===== config.mk =====
export PLATFORM = sky130hd
export DESIGN_NAME = sipo_deserializer_flat
export DESIGN_NICKNAME = d
export VERILOG_FILES = /design/src/rtl/sipo_deserializer_if.sv /design/src/rtl/sipo_deserializer.sv /design/src/flat_wrapper.sv
export SDC_FILE = /design/constraint.sdc
export NUM_CORES = 1
export LEC_CHECK = 0
export CORE_UTILIZATION = 40
export DETAILED_ROUTE_END_ITERATION = 6
export PLACE_DENSITY = 0.79
export SETUP_SLACK_MARGIN = 0.15
export SYNTH_ARGS = -nofsm -noshare
export SYNTH_HDL_FRONTEND = slang
export SYNTH_SLANG_ARGS = --single-unit

===== constraint.sdc =====
create_clock -name clk -period 1.5 [get_ports clk]
set_clock_uncertainty 0.1 [all_clocks]
set_input_delay 0.375 -clock clk [delete_from_list [all_inputs] [get_ports clk]]
set_output_delay 0.375 -clock clk [all_outputs]
set_load 0.1 [all_outputs]

===== src/rtl/sipo_deserializer_if.sv =====
// Word handshake between the deserializer holding register and its consumer.
// The producer drives word and valid; the consumer drives ready.
interface sipo_deserializer_if #(
   parameter int WIDTH = 8
);
   logic [WIDTH-1:0] pout;
   logic             pout_valid;
   logic             pout_ready;

   modport master (
      output pout,
      output pout_valid,
      input  pout_ready
   );

   modport slave (
      input  pout,
      input  pout_valid,
      output pout_ready
   );
endinterface


===== src/rtl/sipo_deserializer.sv =====
// Serial-in/parallel-out deserializer with a one-deep valid/ready holding
// register and a sticky overrun flag for words lost to back-pressure.
module sipo_deserializer #(
   parameter int WIDTH     = 8,
   parameter bit MSB_FIRST = 1'b1
) (
   input  logic                     clk,
   input  logic                     rst,
   input  logic                     sin,
   input  logic                     sin_en,
   input  logic                     frame_start,
   sipo_deserializer_if.master      out,
   output logic                     overrun,
   input  logic                     ovr_clr,
   output logic [$clog2(WIDTH)-1:0] bit_cnt
);
   localparam int CW = $clog2(WIDTH);
   localparam logic [CW-1:0] LAST = CW'(WIDTH - 1);

   typedef enum logic {
      S_EMPTY,
      S_FULL
   } state_t;

   state_t           state, state_n;
   logic [WIDTH-1:0] sreg;
   logic [WIDTH-1:0] base;
   logic [WIDTH-1:0] sh;
   logic             cmpl;
   logic             load;
   logic             ovr_set;

   // A resync bit shifts into an empty register so the stale partial is gone.
   always_comb begin
      base = frame_start ? '0 : sreg;
      if (MSB_FIRST) sh = {base[WIDTH-2:0], sin};
      else           sh = {sin, base[WIDTH-1:1]};
   end

   assign cmpl = sin_en && !frame_start && (bit_cnt == LAST);

   always_ff @(posedge clk or posedge rst) begin
      if (rst) begin
         sreg    <= '0;
         bit_cnt <= '0;
      end else if (sin_en) begin
         sreg <= sh;
         if (frame_start) bit_cnt <= CW'(1);
         else if (cmpl)   bit_cnt <= '0;
         else             bit_cnt <= bit_cnt + 1'b1;
      end
   end

   always_comb begin
      state_n = state;
      load    = 1'b0;
      ovr_set = 1'b0;
      unique case (state)
         S_EMPTY: begin
            if (cmpl) begin
               state_n = S_FULL;
               load    = 1'b1;
            end
         end
         S_FULL: begin
            if (cmpl && out.pout_ready) begin
               load = 1'b1;
            end else if (cmpl) begin
               ovr_set = 1'b1;
            end else if (out.pout_ready) begin
               state_n = S_EMPTY;
            end
         end
         default: state_n = S_EMPTY;
      endcase
   end

   always_ff @(posedge clk or posedge rst) begin
      if (rst) begin
         state    <= S_EMPTY;
         out.pout <= '0;
         overrun  <= 1'b0;
      end else begin
         state <= state_n;
         if (load) out.pout <= sh;
         if (ovr_set)      overrun <= 1'b1;
         else if (ovr_clr) overrun <= 1'b0;
      end
   end

   assign out.pout_valid = (state == S_FULL);
endmodule


===== src/flat_wrapper.sv =====
// flat-port wrapper written by rule: the top's interface ports become plain ports
module sipo_deserializer_flat 
#(
   parameter int WIDTH     = 8,
   parameter bit MSB_FIRST = 1'b1
)
  (clk, rst, sin, sin_en, frame_start, overrun, ovr_clr, bit_cnt, out_pout, out_pout_valid, out_pout_ready);
  sipo_deserializer_if #(.WIDTH(WIDTH)) out_i ();
  input  logic clk;
  input  logic rst;
  input  logic sin;
  input  logic sin_en;
  input  logic frame_start;
  output logic overrun;
  input  logic ovr_clr;
  output logic [$clog2(WIDTH)-1:0] bit_cnt;
  output wire logic [$bits(out_i.pout)-1:0] out_pout;
  output wire logic [$bits(out_i.pout_valid)-1:0] out_pout_valid;
  input wire logic [$bits(out_i.pout_ready)-1:0] out_pout_ready;
  assign out_pout = out_i.pout;
  assign out_pout_valid = out_i.pout_valid;
  assign out_i.pout_ready = out_pout_ready;
  sipo_deserializer #(.WIDTH(WIDTH), .MSB_FIRST(MSB_FIRST)) u_core (.clk(clk), .rst(rst), .sin(sin), .sin_en(sin_en), .frame_start(frame_start), .out(out_i), .overrun(overrun), .ovr_clr(ovr_clr), .bit_cnt(bit_cnt));
endmodule

==> impl_results.md, run 1 <==
* Post-route cell area at 1510 sq um
* PwrDens at 1040 nW/um^2
* Clock slew at reported path FFs at 0.10 ns
* Syn_nets at 72
* Fin. max-slew vios at 0
* Fillers at 124
* RSZ-0062 raised after global routing: yes
* Worst-skew pair later-pin latency at 0.29 ns
* Number of port buffers at 19
* Synth cell count leaders: dfrtp_1 (20), mux2_2 (8), mux2_4 (8)
* Share of the synthesized area in the top cell type at 0.561
* Post-Synth XOR/XNOR Area at 0
* Hold Crit Class: primary input to async pin
* Core footprint at 2020 sq um
* Top Ports at 20
* Setup violators final at 12
* Unique masters post-synth at 18
* Min Tclk post-route at 1.61 ns
* Final period utilization at 1.07
* Slew @ Worst Pin at 0.245 ns
* Top delay family on crit path: flip-flops
* Yosys warnings at 0
* Mux contribution to synthesized area at 0.236
* Synth Area in Simple Gates at 0.121
* Count leader, synth: dfrtp_1
* Largest net degree at the start of global routing at 21
* Buffer and inverter count on the worst path at 1
* Post-synthesis adder-cell area fraction at 0.0281
* DP Area at 1360 sq um
* Vias in the first global route at 625
* Placed Cells at 116
* Global placer's final weighted congestion at 0.737
* Crit path launch type: register
* CP peak stage delay at 0.51 ns
* Site Rows at 16
* Clock sink count at 20
* CP Launch Point: u_core.bit_cnt[1]
* Cell taking the most area after synthesis: dfrtp_1
* Post-Layout Cell Count at 130
* # DRC at 0
* FF-to-FF End: u_core.out.pout[2]
* Crit path max fanout at 8
* H-Tree Depth at 1
* Antenna violations before repair at 0
* TritonCTS clock tree: built
* Post-synth EDFFs at 0
* DP HPWL at 1.08 mm
* Failing checks: setup timing
* Die ar. at 2420 sq um
* Main synth FF type: dfrtp_1
* Clk buf depth at 2
* Vias at 612
* Fin nets at 113
* Initial Utilization at 0.441
* R2R Path Start: u_core.bit_cnt[1]
* Worst-case reg-to-reg path depth at 6
* Synthesized area per cell at 14.2 sq um
* Total clock buffers created by CTS at 3
* Hold-fix buffers, CTS at 0
* Status: complete, but fails checks
* Largest family of logic cells by synthesized area: multiplexers
* Die Wd at 49.2 microns
* Post-Syn Instances at 63
* Critical Path RT at 1.59 ns
* Worst setup EP type: register
* Cell leakage power at 0.727 nW
* Global-route wire length before repair at 2.84 mm
* Max VDD drop at 819 uV
* Worst EP arrival at 1.70 ns
* Post-synthesis compound-gate area fraction at 0.0182
* Drt pass-1 iters at 4
* Max-cap violations at 0
* CP most frequent cell: ha_4
* Ranking of synthesized cells by area: dfrtp_1 (56%), mux2_4 (13%), mux2_2 (10%)
* Final-report hold violation count at 0
* Worst-path cell chain: ha_4 -> ha_4 -> nand3b_4 -> nor2b_4 -> buf_12 -> mux2_4
* Initial DRC count at 2
* Final ANT Viol Nets at 0
* Post-Syn Area at 892 sq um
* Worst slew margin at 0.837
* Gr ovfl total at 0
* Post-route worst setup slack at -0.108 ns
* Share of cells above drive strength 1 at 0.650
* Type of the worst setup path: register to register
* CP max stage cell: dfrtp_4
* Detailed Route WL at 1.82 mm
* Die Ht at 49.2 microns
* R2R setup slack at -0.11 ns
* Area growth syn-to-layout at 69.4%
* Peak Freq at 622 MHz
* DR WL/cell at 14.0 microns
* Diode count at 0
* Post-synth ARST share at 1.00
* All-Layer GR Usage at 0.159
* Clock root cell: clkbuf_4
* Post-DR vias/cell at 4.71
* Seq cells post-synth at 20
* Sequential area share after synthesis at 0.561
==> cell usage in the layout, fill, tap and decap left out <==
cell	count
a21oi_2	1
buf_12	14
buf_2	1
buf_4	14
buf_6	4
clkbuf_4	3
clkbuf_8	1
clkdlybuf4s50_1	5
dfrtp_1	15
dfrtp_2	3
dfrtp_4	2
dlymetal6s2s_1	1
ha_4	2
inv_1	3
mux2_2	7
mux2_4	9
nand2_1	1
nand2b_4	1
nand3b_1	1
nand3b_4	1
nor2_1	1
nor2_2	1
nor2_4	1
nor2b_1	7
nor2b_4	1
nor3b_2	1
o21ai_0	1
o22ai_1	1
==> worst register-to-register path: cells and delay by family (launching register included) <==
kind | cells | cell delay (ns)
muxes | 1 | 0.29
and+or+nand+nor | 2 | 0.13
adders and majority gates | 2 | 0.34
buffers and inverters | 1 | 0.14
DFF | 1 | 0.51
==> area by class of cell <==
| cell class | instances | area, sq um | share of cell area |
|---|---|---|---|
| Clock buffer | 4 | 36.3 | 0.0240 |
| Inverter | 3 | 11.3 | 0.00745 |
| Multi-Input combinational cell | 37 | 420 | 0.278 |
| Sequential cell | 20 | 512 | 0.339 |
| Tap cell | 27 | 33.8 | 0.0224 |
| Timing Repair Buffer | 39 | 498 | 0.329 |
==> how the worst max path moves through the flow <==
| stage | end | depth (start not counted) |
|---|---|---|
| after global placement | u_core.out.pout[2] | 5 |
| after CTS | bit_cnt[1] | 2 |
| after global routing | u_core.out.pout[2] | 6 |
| final | u_core.out.pout[2] | 6 |
| after floorplan | u_core.out.pout[0] | 6 |
| after detailed placement | u_core.out.pout[0] | 5 |
==> sequential cells by signal (all words and copies together) (netlist names) <==
signal / count
u_core.out.pout_valid: 1
u_core.overrun: 1
u_core.out.pout: 8
u_core.bit_cnt: 3
u_core.sreg: 7
==> power breakdown <==
group	switching (mW)	internal, mW
clock	0.154	0.148
sequential	0.0466	0.591
combinational	0.355	0.278
==> repair_timing <==
item | CTS | global route
setup endpoints to repair | 30 | 31
gates cloned | 0 | 1
gates resized for setup | 7 | 5
pin swaps | 1 | 2
setup buffers | 5 | 4
==> kinds of logic (layout without fill, tap and decap cells) <==
| group | after synthesis | after routing |
|---|---|---|
| flip-flops | 20 | 20 |
| buffers and inverters | 6 | 46 |
| adder cells (fa/ha/maj) | 2 | 2 |
| AND/OR/NAND/NOR | 16 | 16 |
| multiplexers | 16 | 16 |
| AO/OA/AOI/OAI | 3 | 3 |
==> per-stage QoR <==
stage | hold WS (ns) | setup slack, ns | setup TNS, ns | util | power [mW]
floorplan | 0.239 | -0.302 | -2.53 | - | 0.996
global placement | 0.383 | -0.320 | -4.06 | 0.671 | 1.23
detailed placement | 0.388 | -0.329 | -4.24 | 0.671 | 1.23
CTS | 0.281 | -0.108 | -1.00 | 0.722 | 1.57
global route | 0.334 | -0.140 | -1.44 | 0.748 | 1.63
finish | 0.282 | -0.108 | -1.08 | 0.748 | 1.57
==> metal layers <==
layer | GRT usage | part of all wire
met1 | 0.204 | 0.44
met2 | 0.258 | 0.50
met3 | 0.0374 | 0.043
met4 | 0.0588 | 0.014
met5 | 0 | 0
(Power assumes the default switching activity.)
==> run 2, diff against run 1 <==
--- a/config.mk
+++ b/config.mk
@@ -5,6 +5,7 @@
 export SDC_FILE = /design/constraint.sdc
 export NUM_CORES = 1
 export LEC_CHECK = 0
+export CORE_MARGIN = 2
 export CORE_UTILIZATION = 40
 export DETAILED_ROUTE_END_ITERATION = 6
 export PLACE_DENSITY = 0.79
==> constraint.sdc (replaced) <==
create_clock -name clk -period 1.4 [get_ports clk]
set_clock_uncertainty 0.1 [all_clocks]
set_input_delay 0.35 -clock clk [delete_from_list [all_inputs] [get_ports clk]]
set_output_delay 0.35 -clock clk [all_outputs]
set_load 0.1 [all_outputs]
==> impl_results.md, run 2 (same netlist as run 1, synthesis figures left out) <==
* Clock slew at reported path FFs at 0.12 ns
* Pint at 1.21 mW
* R2R Path Start: u_core.bit_cnt[0]
* Final period utilization at 1.15
* Vias at 604
* Post-route worst setup slack at -0.206 ns
* Worst slack, placed at -0.425 ns
* Fillers at 153
* Die ar. at 2620 sq um
* Max-cap violations at 0
* Commonest non-fill, non-tap cells in the layout: dfrtp_1 (15), buf_12 (14), buf_4 (12), mux2_4 (9)
* Initial DRC count at 8
* Final ANT Viol Nets at 0
* Type of the worst setup path: register to register
* Antenna violations before repair at 0
* P_sw at 0.616 mW
* Worst-case reg-to-reg path depth at 6
* RSZ-0062 raised after global routing: yes
* Worst slew margin at 0.829
* DR WL/cell at 14.8 microns
* Flop pwr share at 0.373
* Drt pass-1 iters at 2
* Most common cell after layout, fill and taps aside: dfrtp_1
* Area growth syn-to-layout at 71.4%
* TritonCTS clock tree: built
* Die Wd at 51.2 microns
* Detailed Route WL at 1.94 mm
* Initial Utilization at 0.411
* Status: complete, but fails checks
* Post-DR vias/cell at 4.61
* Share of cells above drive strength 1 at 0.631
* Site Rows at 17
* Slew @ Worst Pin at 0.256 ns
* Global-route wire length before repair at 3.21 mm
* Core footprint at 2170 sq um
* Fin. max-slew vios at 0
* Final-report hold violation count at 0
* Critical Path RT at 1.50 ns
* Sw Ratio at 0.338
* Placed Cells at 117
* Global placer's final weighted congestion at 0.704
* Biggest register: u_core.out.pout
* Worst-skew pair later-pin latency at 0.30 ns
* Hold Crit Class: primary input to async pin
* Peak Freq at 623 MHz
* Die Ht at 51.2 microns
* Post-route cell area at 1530 sq um
* Util after Layout at 0.705
* All-Layer GR Usage at 0.171
* Crit path launch type: register
* Min Tclk post-route at 1.61 ns
* Clk buf depth at 2
* Combinational group share of total power at 0.366
* Diode count at 0
* Fin nets at 113
* # DRC at 0
* Cell leakage power at 0.738 nW
* Max VDD drop at 961 uV
* Vias in the first global route at 698
* PwrDens at 1190 nW/um^2
* DP Area at 1360 sq um
* Largest register FFs at 8
* Clock sink count at 20
* R2R setup slack at -0.21 ns
* Final TNS setup at -2.43 ns
* Post-Layout Cell Count at 131
* Total clock buffers created by CTS at 3
* H-Tree Depth at 1
* Gr ovfl total at 0
* Worst EP arrival at 1.71 ns
* Failing checks: setup timing
* Top Ports at 20
* Worst hold slack at 0.262 ns
* Setup violators final at 15
* Crit path max fanout at 8
* Clock power frac at 0.261
* Worst setup EP type: register
* FF-to-FF End: u_core.out.pout[1]
* Total power at 1.82 mW
* Largest net degree at the start of global routing at 21
* Top Registers: u_core.out.pout x8, u_core.sreg x7, u_core.bit_cnt x3
* DP HPWL at 1.24 mm
* Number of port buffers at 19
* Clock root cell: clkbuf_4
## run 2: worst max-delay path by stage
stage,start,end,slack (ns),cells past startpoint
5_1_grt,u_core.bit_cnt[1],u_core.out.pout[1],-0.24,6
6_report,u_core.bit_cnt[0],u_core.out.pout[1],-0.21,6
3_5_place_dp,sin_en,u_core.out.pout[4],-0.42,5
3_3_place_gp,sin_en,u_core.out.pout[2],-0.40,5
2_1_floorplan,u_core.bit_cnt[0],u_core.out.pout[0],-0.40,6
4_1_cts,u_core.bit_cnt[1],u_core.out.pout[1],-0.20,6
## run 2: power groups by stage
stage	combinational [mW]	clock, mW	sequential [mW]
final	0.667	0.477	0.680
after global routing	0.696	0.518	0.688
after CTS	0.657	0.477	0.681
after detailed placement	0.635	0	0.692
after global placement	0.622	0	0.691
after floorplan	0.120	0	0.948
## run 2: critical path, cell delays in order, from the launching register on
cell and delay, ns:
dfrtp_4 0.51, ha_4 0.17, ha_4 0.16, nand3b_4 0.08
nor2b_4 0.05, buf_12 0.14, mux2_4 0.29
## run 2: metal layers
| layer | global-route usage | routed length, microns |
|---|---|---|
| met5 | 0 | 0 |
| met1 | 0.203 | 806 |
| met2 | 0.303 | 1010 |
| met3 | 0.0351 | 75 |
| met4 | 0.0658 | 42 |
## run 2: timing repair
action / 4_1_cts / 5_1_grt
hold buffers: 0 / 0
setup endpoints to repair: 32 / 26
pin swaps: 2 / 4
gates cloned: 0 / 1
setup buffers: 7 / 2
gates resized for setup: 9 / 4
## run 2: final cells by class
cell class	count	area [sq um]	share of cell area
sequential	20	512	0.335
timing repair buffer	39	504	0.330
multi-input combinational	37	414	0.271
tap	28	35.0	0.0229
clock inverter	1	30.0	0.0196
clock buffer	3	22.5	0.0147
inverter	3	11.3	0.00736
